**src/rtl/poly_coeff_collector_pkg.sv**
```systemverilog
// Shared Kyber constants and collector state encoding.
package poly_coeff_collector_pkg;

    localparam int KYBER_K  = 2;
    localparam int KYBER_N  = 256;
    localparam int KYBER_Q  = 3329;
    localparam int COEFF_SZ = 16;
    localparam int LANES    = 8;
    localparam int WORD_SZ  = LANES * COEFF_SZ;
    localparam int WORDS    = KYBER_K * KYBER_N / LANES;
    localparam int ADDR_W   = $clog2(WORDS);

    typedef enum logic [1:0] {
        ST_IDLE    = 2'd0,
        ST_COLLECT = 2'd1,
        ST_FLUSH   = 2'd2
    } state_t;

endpackage

```
**src/rtl/poly_coeff_collector_csubq.sv**
```systemverilog
// Eight-lane conditional subtract of q on 12-bit coefficients, plus an any-lane >= q flag.
module poly_coeff_collector__csubq
    import poly_coeff_collector_pkg::*;
(
    input  logic [WORD_SZ-1:0] word_in,
    output logic [WORD_SZ-1:0] word_out,
    output logic               any_ge_q
);

    localparam logic [11:0] Q12 = 12'(KYBER_Q);

    logic [LANES-1:0]   ge_vec;
    logic [LANES*4-1:0] unused_hi;

    // A single subtract suffices: 4095 - 3329 = 766 < q.
    for (genvar i = 0; i < LANES; i++) begin : g_lane
        logic [11:0] c;
        assign c         = word_in[i*COEFF_SZ +: 12];
        assign ge_vec[i] = (c >= Q12);
        assign word_out[i*COEFF_SZ +: COEFF_SZ] = {4'b0000, ge_vec[i] ? (c - Q12) : c};
        assign unused_hi[i*4 +: 4] = word_in[i*COEFF_SZ+12 +: 4];
    end

    assign any_ge_q = |ge_vec;

endmodule

```
**src/rtl/poly_coeff_collector.sv**
```systemverilog
// Collects unpacked coefficient words, reduces them mod q and writes them to the poly-vector buffer.
module poly_coeff_collector
    import poly_coeff_collector_pkg::*;
(
    input  logic               clk,
    input  logic               resetn,
    input  logic               start,
    input  logic               in_valid,
    input  logic [WORD_SZ-1:0] in_data,
    output logic               wr_en,
    output logic [ADDR_W-1:0]  wr_addr,
    output logic [WORD_SZ-1:0] wr_data,
    output logic               busy,
    output logic               done,
    output logic               range_err,
    output logic               overflow
);

    // state   | meaning
    // IDLE    | waiting for start; in_valid ignored
    // COLLECT | accepting words, one per in_valid cycle
    // FLUSH   | one cycle: last write + done; in_valid here is an overflow

    localparam logic [ADDR_W-1:0] LAST_ADDR = ADDR_W'(WORDS - 1);

    state_t             state;
    logic [ADDR_W-1:0]  count;
    logic [WORD_SZ-1:0] reduced;
    logic               any_ge_q;

    poly_coeff_collector__csubq u_csubq (
        .word_in  (in_data),
        .word_out (reduced),
        .any_ge_q (any_ge_q)
    );

    always_ff @(posedge clk or negedge resetn) begin
        if (!resetn) begin
            state     <= ST_IDLE;
            count     <= '0;
            wr_en     <= 1'b0;
            wr_addr   <= '0;
            wr_data   <= '0;
            busy      <= 1'b0;
            done      <= 1'b0;
            range_err <= 1'b0;
            overflow  <= 1'b0;
        end else begin
            wr_en <= 1'b0;
            done  <= 1'b0;
            case (state)
                ST_IDLE: begin
                    if (start) begin
                        state     <= ST_COLLECT;
                        busy      <= 1'b1;
                        count     <= '0;
                        range_err <= 1'b0;
                        overflow  <= 1'b0;
                    end
                end
                ST_COLLECT: begin
                    if (in_valid) begin
                        wr_en     <= 1'b1;
                        wr_addr   <= count;
                        wr_data   <= reduced;
                        range_err <= range_err | any_ge_q;
                        // Counter holds at the last address so it never wraps.
                        if (count == LAST_ADDR) begin
                            state <= ST_FLUSH;
                            done  <= 1'b1;
                        end else begin
                            count <= count + 1'b1;
                        end
                    end
                end
                ST_FLUSH: begin
                    state <= ST_IDLE;
                    busy  <= 1'b0;
                    if (in_valid) begin
                        overflow <= 1'b1;
                    end
                end
                default: begin
                    state <= ST_IDLE;
                    busy  <= 1'b0;
                end
            endcase
        end
    end

endmodule

```
**config.mk**
```make
export PLATFORM = sky130hd
export DESIGN_NAME = poly_coeff_collector
export DESIGN_NICKNAME = d
export VERILOG_FILES = /design/src/rtl/poly_coeff_collector_pkg.sv /design/src/rtl/poly_coeff_collector_csubq.sv /design/src/rtl/poly_coeff_collector.sv
export SDC_FILE = /design/constraint.sdc
export NUM_CORES = 1
export LEC_CHECK = 0
export ABC_AREA = 0
export BUFFER_PORTS_ARGS = -buffer_cell sky130_fd_sc_hd__buf_2
export CAP_MARGIN = 5
export CORE_MARGIN = 3
export CORE_UTILIZATION = 35
export CTS_CLUSTER_DIAMETER = 40
export CTS_CLUSTER_SIZE = 12
export DETAILED_ROUTE_END_ITERATION = 16
export PLACE_DENSITY = 0.65
export SETUP_SLACK_MARGIN = 0.3
export SKIP_LAST_GASP = 1
export SLEW_MARGIN = 15
export SYNTH_ARGS = -nofsm -noshare
export SYNTH_HDL_FRONTEND = slang
export SYNTH_SLANG_ARGS = --single-unit
```
**constraint.sdc**
```tcl
create_clock -name clk -period 4 [get_ports clk]
set_input_delay 0.4 -clock clk [delete_from_list [all_inputs] [get_ports clk]]
set_output_delay 0.4 -clock clk [all_outputs]
set_load 0.01 [all_outputs]
```
# Word-level counts from Yosys, hierarchy flattened
# Cells that the tools add are included.
classes:
  add_sub_neg: 9
  n_mul: 0
  n_div: 0
  magnitude_cmp: 8
  n_eq_ne: 8
  n_shift: 0
  mux: 28
  n_bitwise: 2
  n_reduce_logical: 10
ops:
  columns: ["cell", "count"]
  rows:
  - ["12-bit greater-or-equal comparator (second input constant)", 8]
  - ["12-bit 2-to-1 mux", 8]
  - ["12-bit subtractor (second input constant)", 8]
  - ["6-bit 2-to-1 mux", 3]
  - ["6-bit case mux with 2 select lines", 1]
  - ["2-bit != test (second input constant)", 5]
  - ["1-bit 2-to-1 mux", 9]
  - ["3-bit AND reduction", 3]
  - ["8-bit OR reduction", 1]
  - ["6-bit by 1-bit adder with 6-bit output (second input constant)", 1]
  - ["6-bit == test (second input constant)", 1]
  - ["2-bit 2-to-1 mux", 3]
  - ["1-bit case mux with 2 select lines", 3]
  - ["2-bit case mux with 2 select lines", 1]
  - ["2-bit AND reduction", 2]
  - ["4-bit AND reduction", 1]
  - ["2-bit nonzero test", 2]
  - ["2-bit by 1-bit == test with 1-bit output (second input constant)", 1]
  - ["2-bit == test (second input constant)", 1]
  - ["2-bit logical NOT", 1]
  - ["1-bit NOT", 1]
  - ["1-bit bitwise OR", 1]
word_totals:
  reg_bits: 115
  latch_bits: 0
  ram_bits: 0
  mem_bits_ro: 0
  in_bits: 132
  output_inout_bits: 139
  elab_cells: 74
  mem_count: 0

# Depth between registers and ports, before layout
# Gate-level depths: netlist (run 1).
logic_depth:
  depth_word: 5
  ltp_mapped: 8
  ltp_nobuf: 8

# By module
# From an unflattened synthesis (run 1), not the netlist that was laid out.
unflattened:
  cells_unflattened: 706
  area_unflattened_um2: 8578.2
modules_own_cells:
  columns: ["module", "n_inst", "cells_per_inst", "area_per_inst_um2", "seq_area_each_um2"]
  rows:
  - ["poly_coeff_collector", 1, 351, 6170.9, 3678.5]
  - ["poly_coeff_collector__csubq", 1, 355, 2407.3, 0.0]

# Least setup slack after synthesis (run 1)
# OpenSTA, ideal clock, no wires.
synth_path:
  path_kind: "input to register"
  startpoint: "input port in_data[49]"
  endpoint: "register wr_data[49]"
  setup_ps: 125
  t_arrival_ps: 2090
  required_ps: 3875
  slack_ps: 1785
  stages: 7
  n_path_buf: 0
  cell_sequence: "inv_1 -> ha_1 -> or4b_4 -> o41ai_4 -> a21oi_2 -> mux2i_1 -> mux2_2"
synth_via:
  elab_chain_cells: 2
  word_cells_on_any_way: 3
  cone_classes: "add/sub (1); order compare (1); mux (1)"
synth_rtl:
  columns: ["element", "line_no", "text"]
  rows:
  - ["start: declaration", "poly_coeff_collector.sv:9", "input logic [WORD_SZ-1:0] in_data,"]
  - ["12-bit subtractor / 12-bit greater-or-equal comparator (equally long branches)", "poly_coeff_collector_csubq.sv:20, poly_coeff_collector_csubq.sv:19", null]
  - ["12-bit 2-to-1 mux (*)", "poly_coeff_collector_csubq.sv:20", "assign word_out[i*COEFF_SZ +: COEFF_SZ] = {4'b0000, ge_vec[i] ? (c - Q12) : c};"]
  - ["end signal: assignment", "poly_coeff_collector.sv:65", "wr_data <= reduced;"]
  - ["end: declaration", "poly_coeff_collector.sv:12", "output logic [WORD_SZ-1:0] wr_data,"]
# Mark *: on every way between the ends. The rest lies on a longest branch, timed or not.
# A chain may end at the register's enable or synchronous reset.

# Final worst setup path (run 1)
layout_path:
  startpoint: "register state[0]"
  endpoint: "register wr_data[105]"
layout_via:
  elab_chain_cells: 2
layout_rtl:
  columns: ["element", "line_no", "text"]
  rows:
  - ["start: declaration", "poly_coeff_collector.sv:26", "state_t state;"]
  - ["start signal: assignment", "poly_coeff_collector.sv:39", "state <= ST_IDLE;"]
  - ["start signal: assignment", "poly_coeff_collector.sv:54", "state <= ST_COLLECT;"]
  - ["start signal: assignment", "poly_coeff_collector.sv:69", "state <= ST_FLUSH;"]
  - ["2-bit by 1-bit == test with 1-bit output", "poly_coeff_collector.sv:51", "case (state)"]
  - ["2-bit AND reduction (no line)", null, null]
# No other way between the ends.

==> impl_metrics.csv, run 1 <==
group,metric,value,unit
floorplanning,floorplan.rows,50,
floorplanning,io_pins,271,
setup_path,path_class,"reg -> reg",
final_layout,final_cell_area,8520,sq um
sta,slew_viol_final,0,
placed_design,dp_hpwl,12700,um
clock_network,cts_made_buffers,17,
clock_network,postCtsSetupBuffers,0,
final_layout,final_common_cell,"buf_2",
global_route,antenna_found_initial,0,
placed_design,gp_congestion,0.825,
clock_network,htreeDepth,4,
yosys,synth-compound-area-share,0.169,
setup_path,reg2reg_depth,6,
yosys,yosysSeqAreaShare,0.428,
yosys,synth_cell_types,59,
global_route,grt_max_degree,95,
setup_path,cp-start-kind,"flop",
yosys,synth_edf_count,0,
setup_path,critPathRequiredTime,4.24,ns
power,power_frac_seq,0.372,
final_layout,area_delta_synth_final,26.7,%
yosys,syn_avg_cell_area,8.71,sq um
sta,skew,0.00738,ns
routing,ant_nets,0,
yosys,yosys-top-cells-area,"dfrtp_1 (43%), nand2_1 (8.1%), o21ai_0 (6.8%)",
setup_path,worstReg2RegStart,"state[0]",
floorplanning,core,18800,sq um
yosys,synth_top_family_by_area,"simple AND/OR/NAND/NOR gates",
sta,finalHoldViolCount,0,
clock_network,cts_max_path_buffers,2,
min_path,hold_path.class,"in -> async",
yosys,synthMuxAreaShare,0.00800,
yosys,synth_area,6730,sq um
sta,setup_ws,1.55,ns
clock_network,cts_tree,"yes",
clock_network,clk_pin_slew,0.05,ns
sta,post-route-period-util,0.612,
placed_design,port_buffers,206,
yosys,synth_top_area_cell,"dfrtp_1",
routing,wirelength,17300,um
global_route,grt_overflow,0,
routing,vias,5916,
placed_design,postPlaceCellArea,7870,sq um
power,p_sw,1.12,mW
setup_path,critPathMaxFanout,94,
floorplanning,start_util,0.358,
setup_path,rr_endpoint,"wr_data[105]",
final_layout,diodes,0,
power,swShare,0.285,
yosys,synthSimpleGateAreaFrac,0.194,
yosys,synth_top_area_frac,0.428,
yosys,synth_fa_ha_area_frac,0.0316,
final_layout,nets,1118,
sta,setup_viol,0,
clock_network,ctsResizeCount,0,
global_route,track_usage,0.163,
clock_network,root_buffer,"clkbuf_16",
sta,fin_crit,2.45,ns
global_route,grt_pass1_wl,27500,um
setup_path,endpoint_kind,"flop",
placed_design,pre_cts_ws,1.43,ns
routing,via_per_inst,4.87,
sta,rsz0062_at_grt,"false",
clock_network,insertion_delay,0.41,ns
sta,max-slew-margin-rel,0.407,
yosys,synthFlopType,"dfrtp_1",
clock_network,cts_num_sinks,115,
power,clkPwrFrac,0.427,
routing,drc,0,
power,p_comb_frac,0.201,
setup_path,critPathArrivalTime,2.69,ns
sta,fmax,0.409,GHz
power,p_leak,4.02,nW
yosys,ys_ff_latch,115,
routing,wire_per_inst,14.2,um
yosys,yosys_warnings,0,
power,p_per_area,461,nW/um^2
global_route,grt_pass1_vias,5660,
yosys,synth_xor_area_frac,0.0950,
sta,worstMarginPinSlew,0.881,ns
clock_network,hold_buffers,0,
power,vdd_ir_drop_max,0.000296,V
final_layout,layout.cells.most_common_list,"buf_2 (205), nand2_1 (144), dfrtp_1 (115)",
flow_run,maxCapViolCount,0,
final_layout,drive_gt1_frac,0.272,
routing,first_iter_violations,194,
power,p_int,2.81,mW
status,status,"completed",
sta,tns,0,ns
floorplanning,die_w,145,um
floorplanning,die_h,145,um
setup_path,ff2ff_setup_slack,1.55,ns
yosys,netlist_instances,772,
routing,dr.pass1.iters,4,
floorplanning,die-area,20900,sq um
yosys,async_flop_share,1.00,
==> per-stage QoR <==
step / total power [mW] / utilization / cells / hold WS, ns
after detailed placement: 2.28 / 0.419 / 1184 / 0.454
after global routing: 4.17 / 0.454 / 1216 / 0.103
after CTS: 4.00 / 0.454 / 1216 / 0.0673
final: 3.93 / 0.454 / 1216 / 0.0498
after global placement: 2.27 / 0.419 / 1184 / 0.447
after floorplan: 1.92 / - / 803 / 0.104
==> cells by family (layout without fill, tap and decap cells) <==
kind of cell,count (synthesis),count (layout)
DFF,115,115
muxes,5,5
and+or+nand+nor,281,281
xor gates and xnor gates,73,73
buffers and inverters,100,279
AOI/OAI and AO/OA,180,180
adders and majority gates,17,17
other,1,32
==> routing by layer <==
layer / global-route usage / wire, um / vias up
li1: - / - / 2999
met1: 0.213 / 7830 / 2752
met2: 0.269 / 8410 / 155
met3: 0.0377 / 929 / 10
met4: 0.0461 / 153 / 0
met5: 0 / 0 / -
==> power by group through the flow <==
stage / combinational, mW / clock (mW) / sequential (mW)
after floorplan: 0.362 / 0 / 1.56
after global placement: 0.792 / 0 / 1.48
after detailed placement: 0.803 / 0 / 1.48
after CTS: 0.805 / 1.73 / 1.47
after global routing: 0.896 / 1.78 / 1.49
final: 0.789 / 1.68 / 1.46
==> cell type report <==
class	instances	area (sq um)
Clock buffer	22	474
Fill cell	1881	10200
Tap cell	234	293
Sequential cell	115	2880
Timing Repair Buffer	211	1080
Inverter	36	135
Clock inverter	10	178
Multi-Input combinational cell	588	3480
==> worst max path at each step <==
stage	start	endpoint
6_report	state[0]	wr_data[105]
5_1_grt	state[0]	wr_data[105]
4_1_cts	state[0]	wr_data[105]
3_5_place_dp	in_data[49]	wr_data[49]
3_3_place_gp	in_data[49]	wr_data[49]
2_1_floorplan	in_data[49]	wr_data[49]
==> worst max-delay path, cell delays in order, from the launching register on <==
cell	delay (ns)
dfrtp_1	0.37
inv_1	0.10
nor2_1	0.10
nand2_4	0.08
buf_4	0.63
buf_4	0.71
o21ai_0	0.23
==> registers in the layout, indices dropped and copies added (netlist names) <==
signal and count:
wr_en 1, done 1, busy 1, wr_addr 6, overflow 1, range_err 1, wr_data 96, state 2
count 6
==> synth_stat cells (2+ instances only) <==
library cell	count
nand2_1	145
dfrtp_1	115
o21ai_0	91
xor2_1	43
nor2_1	41
inv_1	35
buf_4	32
clkbuf_1	31
xnor2_1	30
nand3_1	19
ha_1	17
a21oi_1	16
o211ai_1	15
a31oi_1	14
nor3_1	14
nand4_1	13
o2111ai_1	7
or2_2	7
nor4_1	6
o21ai_1	6
a211oi_1	5
and2_1	4
nand2b_1	4
nor2b_1	4
nor3b_1	4
a2111oi_0	3
mux2_2	3
nor4b_1	3
o41ai_1	3
or3_1	3
or4_1	3
a21boi_0	2
mux2i_1	2
nand3b_1	2
nand4b_1	2
nor4_2	2
o211a_1	2
o21ai_2	2
o31ai_1	2
Note: power is estimated with default switching activity, not from simulation.
==> run 2: changes to the inputs <==
Clock period 4 ns to 2.3 ns, I/O delays scaled along.
==> run 2 against run 1 <==
Die area did not move. Fmax grew 38%. Final cell count grew 1.1%. Register-to-register slack got worse by 1.0 ns. First-iteration DRC count shrank 1.0%. Setup slack lost 1.0 ns. Sequential cell count is the same.
==> impl_metrics.csv, run 2 (synthesis results as in run 1) <==
group,metric,value,unit
sta,slew_viol_final,0,
routing,ant_nets,0,
power,p_total,6.76,mW
global_route,grt_overflow,0,
clock_network,ctsResizeCount,0,
final_layout,area_delta_synth_final,28.3,%
power,p_leak,4.09,nW
placed_design,dp_hpwl,12500,um
final_layout,final_common_cell,"buf_2",
routing,wirelength,17000,um
routing,wire_per_inst,13.8,um
final_layout,multi_input_area,3480,sq um
sta,tns,0,ns
clock_network,cts_made_buffers,17,
sta,fmax,0.564,GHz
final_layout,diodes,0,
final_layout,regMostFlops,"wr_data",
final_layout,layout.cells.most_common_list,"buf_2 (205), nand2_1 (144), dfrtp_1 (115)",
sta,rsz0062_at_grt,"false",
setup_path,path_class,"reg -> reg",
placed_design,port_buffers,206,
setup_path,critPathRequiredTime,2.58,ns
clock_network,htreeDepth,4,
sta,skew,0.00794,ns
sta,worstMarginPinSlew,0.728,ns
status,status,"completed",
routing,drc,0,
setup_path,endpoint_kind,"flop",
sta,whs,0.0596,ns
power,vdd_ir_drop_max,0.000522,V
global_route,track_usage,0.160,
clock_network,hold_buffers,1,
floorplanning,core,18800,sq um
final_layout,largest_reg_flops,96,
global_route,antenna_found_initial,0,
final_layout,drive_gt1_frac,0.280,
clock_network,clk_pin_slew,0.05,ns
final_layout,seqCellArea,2880,sq um
clock_network,cts_num_sinks,115,
floorplanning,die_h,145,um
floorplanning,floorplan.rows,50,
global_route,grt_max_degree,173,
setup_path,critPathArrivalTime,2.05,ns
clock_network,root_buffer,"clkbuf_16",
power,p_per_area,784,nW/um^2
floorplanning,die_w,145,um
routing,vias,5971,
setup_path,cp-start-kind,"flop",
clock_network,cts_tree,"yes",
floorplanning,die-area,20900,sq um
floorplanning,start_util,0.358,
sta,post-route-period-util,0.770,
final_layout,n_fill_cell,1857,
flow_run,maxCapViolCount,0,
sta,max-slew-margin-rel,0.515,
global_route,grt_pass1_vias,5611,
placed_design,gp_congestion,0.809,
routing,dr.pass1.iters,4,
sta,setup_viol,0,
clock_network,postCtsSetupBuffers,0,
final_layout,reg_top3,"wr_data (96), count (6), wr_addr (6)",
setup_path,critPathMaxFanout,6,
floorplanning,io_pins,271,
sta,finalHoldViolCount,0,
routing,via_per_inst,4.86,
global_route,grt_pass1_wl,27100,um
routing,first_iter_violations,192,
min_path,hold_path.class,"in -> reg",
final_layout,nets,1131,
clock_network,cts_max_path_buffers,2,
sta,fin_crit,1.77,ns
clock_network,insertion_delay,0.40,ns
-- run 2: cell type report --
type | count | area share
multi-input combinational | 588 | 0.403
timing repair buffer | 224 | 0.140
inverter | 36 | 0.0157
clock buffer | 22 | 0.0561
clock inverter | 10 | 0.0177
sequential | 115 | 0.334
tap | 234 | 0.0339
-- run 2: path summary, 6_finish.rpt --
kind,end,slack (ns),depth (start not counted),startpoint
min in group asynchronous,wr_data[114],0.31,2,resetn
max in group asynchronous,wr_data[50],1.38,3,resetn
worst max-delay path,count[2],0.53,7,count[0]
worst min-delay path,wr_data[26],0.06,3,in_data[26]
worst min register to register,wr_data[107],0.47,2,wr_data[107]
worst max register to register,count[2],0.53,7,count[0]
-- run 2: metal layers --
| layer | GRT usage | share of wire |
|---|---|---|
| met4 | 0.0491 | 0.015 |
| met2 | 0.263 | 0.47 |
| met5 | 0 | 0 |
| met1 | 0.208 | 0.45 |
| met3 | 0.0430 | 0.057 |
-- run 2: power breakdown --
part           leakage [nW]  internal (mW)  switching [mW]
sequential             1.41           2.35           0.192
clock                 0.316           1.92           0.923
combinational          2.37          0.550           0.830
-- run 2: per-stage QoR --
stage | util | setup slack (ns) | cell area (sq um) | std cells
after floorplan | - | 0.332 | 6840 | 803
after global placement | 0.425 | 0.217 | 7980 | 1196
after detailed placement | 0.425 | 0.194 | 7980 | 1196
after CTS | 0.460 | 0.521 | 8630 | 1229
after global routing | 0.460 | 0.348 | 8630 | 1229
final | 0.460 | 0.528 | 8630 | 1229
-- run 2: worst max-delay path: stages (launching register included) --
cell and delay (ns):
dfrtp_1 0.43, ha_1 0.19, nand3_1 0.13, o31ai_1 0.38
buf_4 0.21, a21boi_0 0.10, xnor2_1 0.15, nor2_1 0.05
==> run 3: changes to the inputs <==
Settings changed: ABC_AREA 0 to 1, PLACE_DENSITY 0.65 to 0.64.
Clock period 2.3 ns to 1.7 ns, I/O delays scaled along.
==> run 3 against run 2 <==
Synthesized cell count grew 23%. Sequential cell count is the same. Worst hold slack got worse by 0.038 ns. Largest cell class unchanged. Fmax increased by 21%.
==> impl_metrics.csv, run 3 <==
group,metric,value,unit
final_layout,reg_top3,"wr_data (96), count (6), wr_addr (6)",
placed_design,port_buffers,206,
yosys,synth_cell_types,39,
sta,slew_viol_final,0,
yosys,synth_top_area_cell,"dfrtp_1",
yosys,yosys-top-cells-area,"dfrtp_1 (40%), nand2_1 (16%), inv_1 (4.6%)",
yosys,ys_top_cells_by_count,"nand2_1 (305), dfrtp_1 (115), inv_1 (89)",
routing,dr.pass1.iters,4,
floorplanning,start_util,0.358,
placed_design,dp_hpwl,14500,um
final_layout,regMostFlops,"wr_data",
setup_path,path_class,"reg -> reg",
status,status,"completed",
final_layout,area_delta_synth_final,32.0,%
global_route,grt_pass1_wl,30600,um
min_path,hp-start,"in_data[11]",
routing,wirelength,19600,um
final_layout,drive_gt1_frac,0.316,
routing,drc,0,
yosys,async_flop_share,1.00,
yosys,ys_ff_latch,115,
routing,via_per_inst,4.48,
floorplanning,die_h,150,um
final_layout,final_common_cell,"nand2_1",
clock_network,cts_num_sinks,115,
final_layout,layout.cells.most_common_list,"nand2_1 (301), buf_2 (205), dfrtp_1 (115)",
final_layout,n_fill_cell,2029,
setup_path,critPathRequiredTime,1.98,ns
sta,post-route-period-util,0.861,
power,p_leak,5.23,nW
yosys,syn_avg_cell_area,7.63,sq um
sta,fin_crit,1.46,ns
sta,fmax,0.683,GHz
sta,setup_viol,0,
yosys,netlist_instances,952,
setup_path,rr_endpoint,"count[5]",
setup_path,reg2reg_depth,9,
yosys,synth_top_area_frac,0.396,
global_route,antenna_found_initial,1,
clock_network,htreeDepth,4,
sta,tns,0,ns
routing,wire_per_inst,13.2,um
clock_network,cts_tree,"yes",
clock_network,insertion_delay,0.41,ns
global_route,grt_pass1_vias,6293,
clock_network,cts_made_buffers,17,
yosys,synth_edf_count,0,
floorplanning,floorplan.rows,52,
min_path,whs_path_depth,2,
clock_network,root_buffer,"clkbuf_16",
final_layout,nets,1345,
min_path,hold_end,"wr_data[11]",
final_layout,largest_reg_flops,96,
setup_path,critPathMaxFanout,5,
yosys,yosysSeqAreaShare,0.396,
flow_run,maxCapViolCount,0,
setup_path,worstReg2RegStart,"count[0]",
routing,ant_nets,0,
floorplanning,die_w,150,um
sta,finalHoldViolCount,0,
placed_design,gp_congestion,0.859,
min_path,hold_path.class,"in -> reg",
clock_network,cts_max_path_buffers,2,
yosys,synth_area,7260,sq um
global_route,track_usage,0.168,
power,p_per_area,1000,nW/um^2
routing,vias,6639,
floorplanning,io_pins,271,
sta,whs,0.0216,ns
global_route,grt_overflow,0,
yosys,yosysMostFrequentCell,"nand2_1",
setup_path,critPathArrivalTime,1.75,ns
sta,rsz0062_at_grt,"true",
floorplanning,die-area,22500,sq um
setup_path,cp-start-kind,"flop",
yosys,synthFlopType,"dfrtp_1",
yosys,yosys_warnings,0,
routing,first_iter_violations,189,
sta,skew,0.00852,ns
power,vdd_ir_drop_max,0.000609,V
floorplanning,core,20300,sq um
setup_path,endpoint_kind,"flop",
global_route,grt_max_degree,79,
clock_network,clk_pin_slew,0.06,ns
setup_path,ff2ff_setup_slack,0.24,ns
run 3: changes by cell type after synthesis, sizes merged, moves of 11 or more:
cell / before / now
o21ai: 100 / 54
o211ai: 15 / 0
nand2: 145 / 330
a31oi: 14 / 0
inv: 35 / 106
buf: 33 / 56
nand3: 19 / 63
xnor2: 30 / 11
clkbuf: 31 / 6
nor2: 41 / 82
a21oi: 17 / 28
run 3: worst max path at each step:
stage	to	cells past startpoint	startpoint	slack, ns
2_1_floorplan	wr_data[32]	10	in_data[32]	0.31
3_3_place_gp	wr_data[40]	11	in_data[33]	-0.07
3_5_place_dp	wr_data[40]	11	in_data[33]	-0.10
4_1_cts	count[1]	8	count[0]	0.30
5_1_grt	count[5]	9	state[0]	0.16
6_report	count[5]	9	count[0]	0.24
run 3: cells by family after synthesis:
family | share of synthesized area
other cells | 0.000516
compound gates | 0.0756
buf+inv | 0.114
flops | 0.396
simple gates | 0.317
fa+ha+maj | 0.0293
xor+xnor | 0.0675
run 3: cell type report:
class                           instances  area, sq um  area share
Clock buffer                           23          488      0.0509
Tap cell                              270          338      0.0352
Timing Repair Buffer                  255         1550       0.162
Sequential cell                       115         2880       0.300
Clock inverter                          9          150      0.0157
Antenna cell                            3         7.51    0.000783
Timing Repair inverter                  1         7.51    0.000783
Inverter                              106          403      0.0420
Multi-Input combinational cell        700         3770       0.393
run 3: report_power, final:
part | leakage, nW | total, mW | switching (mW) | internal (mW)
logic | 3.51 | 2.23 | 1.34 | 0.893
registers | 1.42 | 3.47 | 0.276 | 3.19
clock network | 0.309 | 3.92 | 1.31 | 2.61
total | 5.23 | 9.62 | 2.92 | 6.69
run 3: repair_timing:
| action | in CTS | in global routing |
|---|---|---|
| resized for setup | 6 | 24 |
| endpoints found under the hold margin | 93 | 0 |
| gates cloned | 1 | 1 |
| hold buffers | 5 | 0 |
| pin swaps | 0 | 9 |
| buffers inserted | 0 | 5 |
| setup endpoints to repair | 21 | 32 |
run 3: critical path: stages (launching register included):
cell and delay (ns):
dfrtp_1 0.42, ha_4 0.18, nand3_2 0.08, nor2_4 0.05, nand2_2 0.09, nand2_4 0.07
inv_4 0.07, nand4_1 0.12, o21ai_1 0.19, a21oi_1 0.07
run 3: layer usage:
metal | share of wire | vias to the layer above | global-route usage | wire (um)
li1 | - | 3423 | - | -
met1 | 0.45 | 3054 | 0.218 | 8890
met2 | 0.48 | 148 | 0.277 | 9450
met3 | 0.056 | 14 | 0.0469 | 1100
met4 | 0.0087 | 0 | 0.0471 | 170
met5 | 0 | - | 0 | 0
run 3: per-stage QoR:
| step | total power, mW | instances | setup WS, ns | cell area (sq um) | util |
|---|---|---|---|---|---|
| after CTS | 9.63 | 1473 | 0.298 | 9420 | 0.464 |
| after floorplan | 4.69 | 983 | 0.308 | 7380 | - |
| after global placement | 5.60 | 1435 | -0.0669 | 8710 | 0.429 |
| after global routing | 10.1 | 1480 | 0.157 | 9580 | 0.472 |
| final | 9.62 | 1482 | 0.237 | 9590 | 0.472 |
| after detailed placement | 5.64 | 1435 | -0.101 | 8710 | 0.429 |
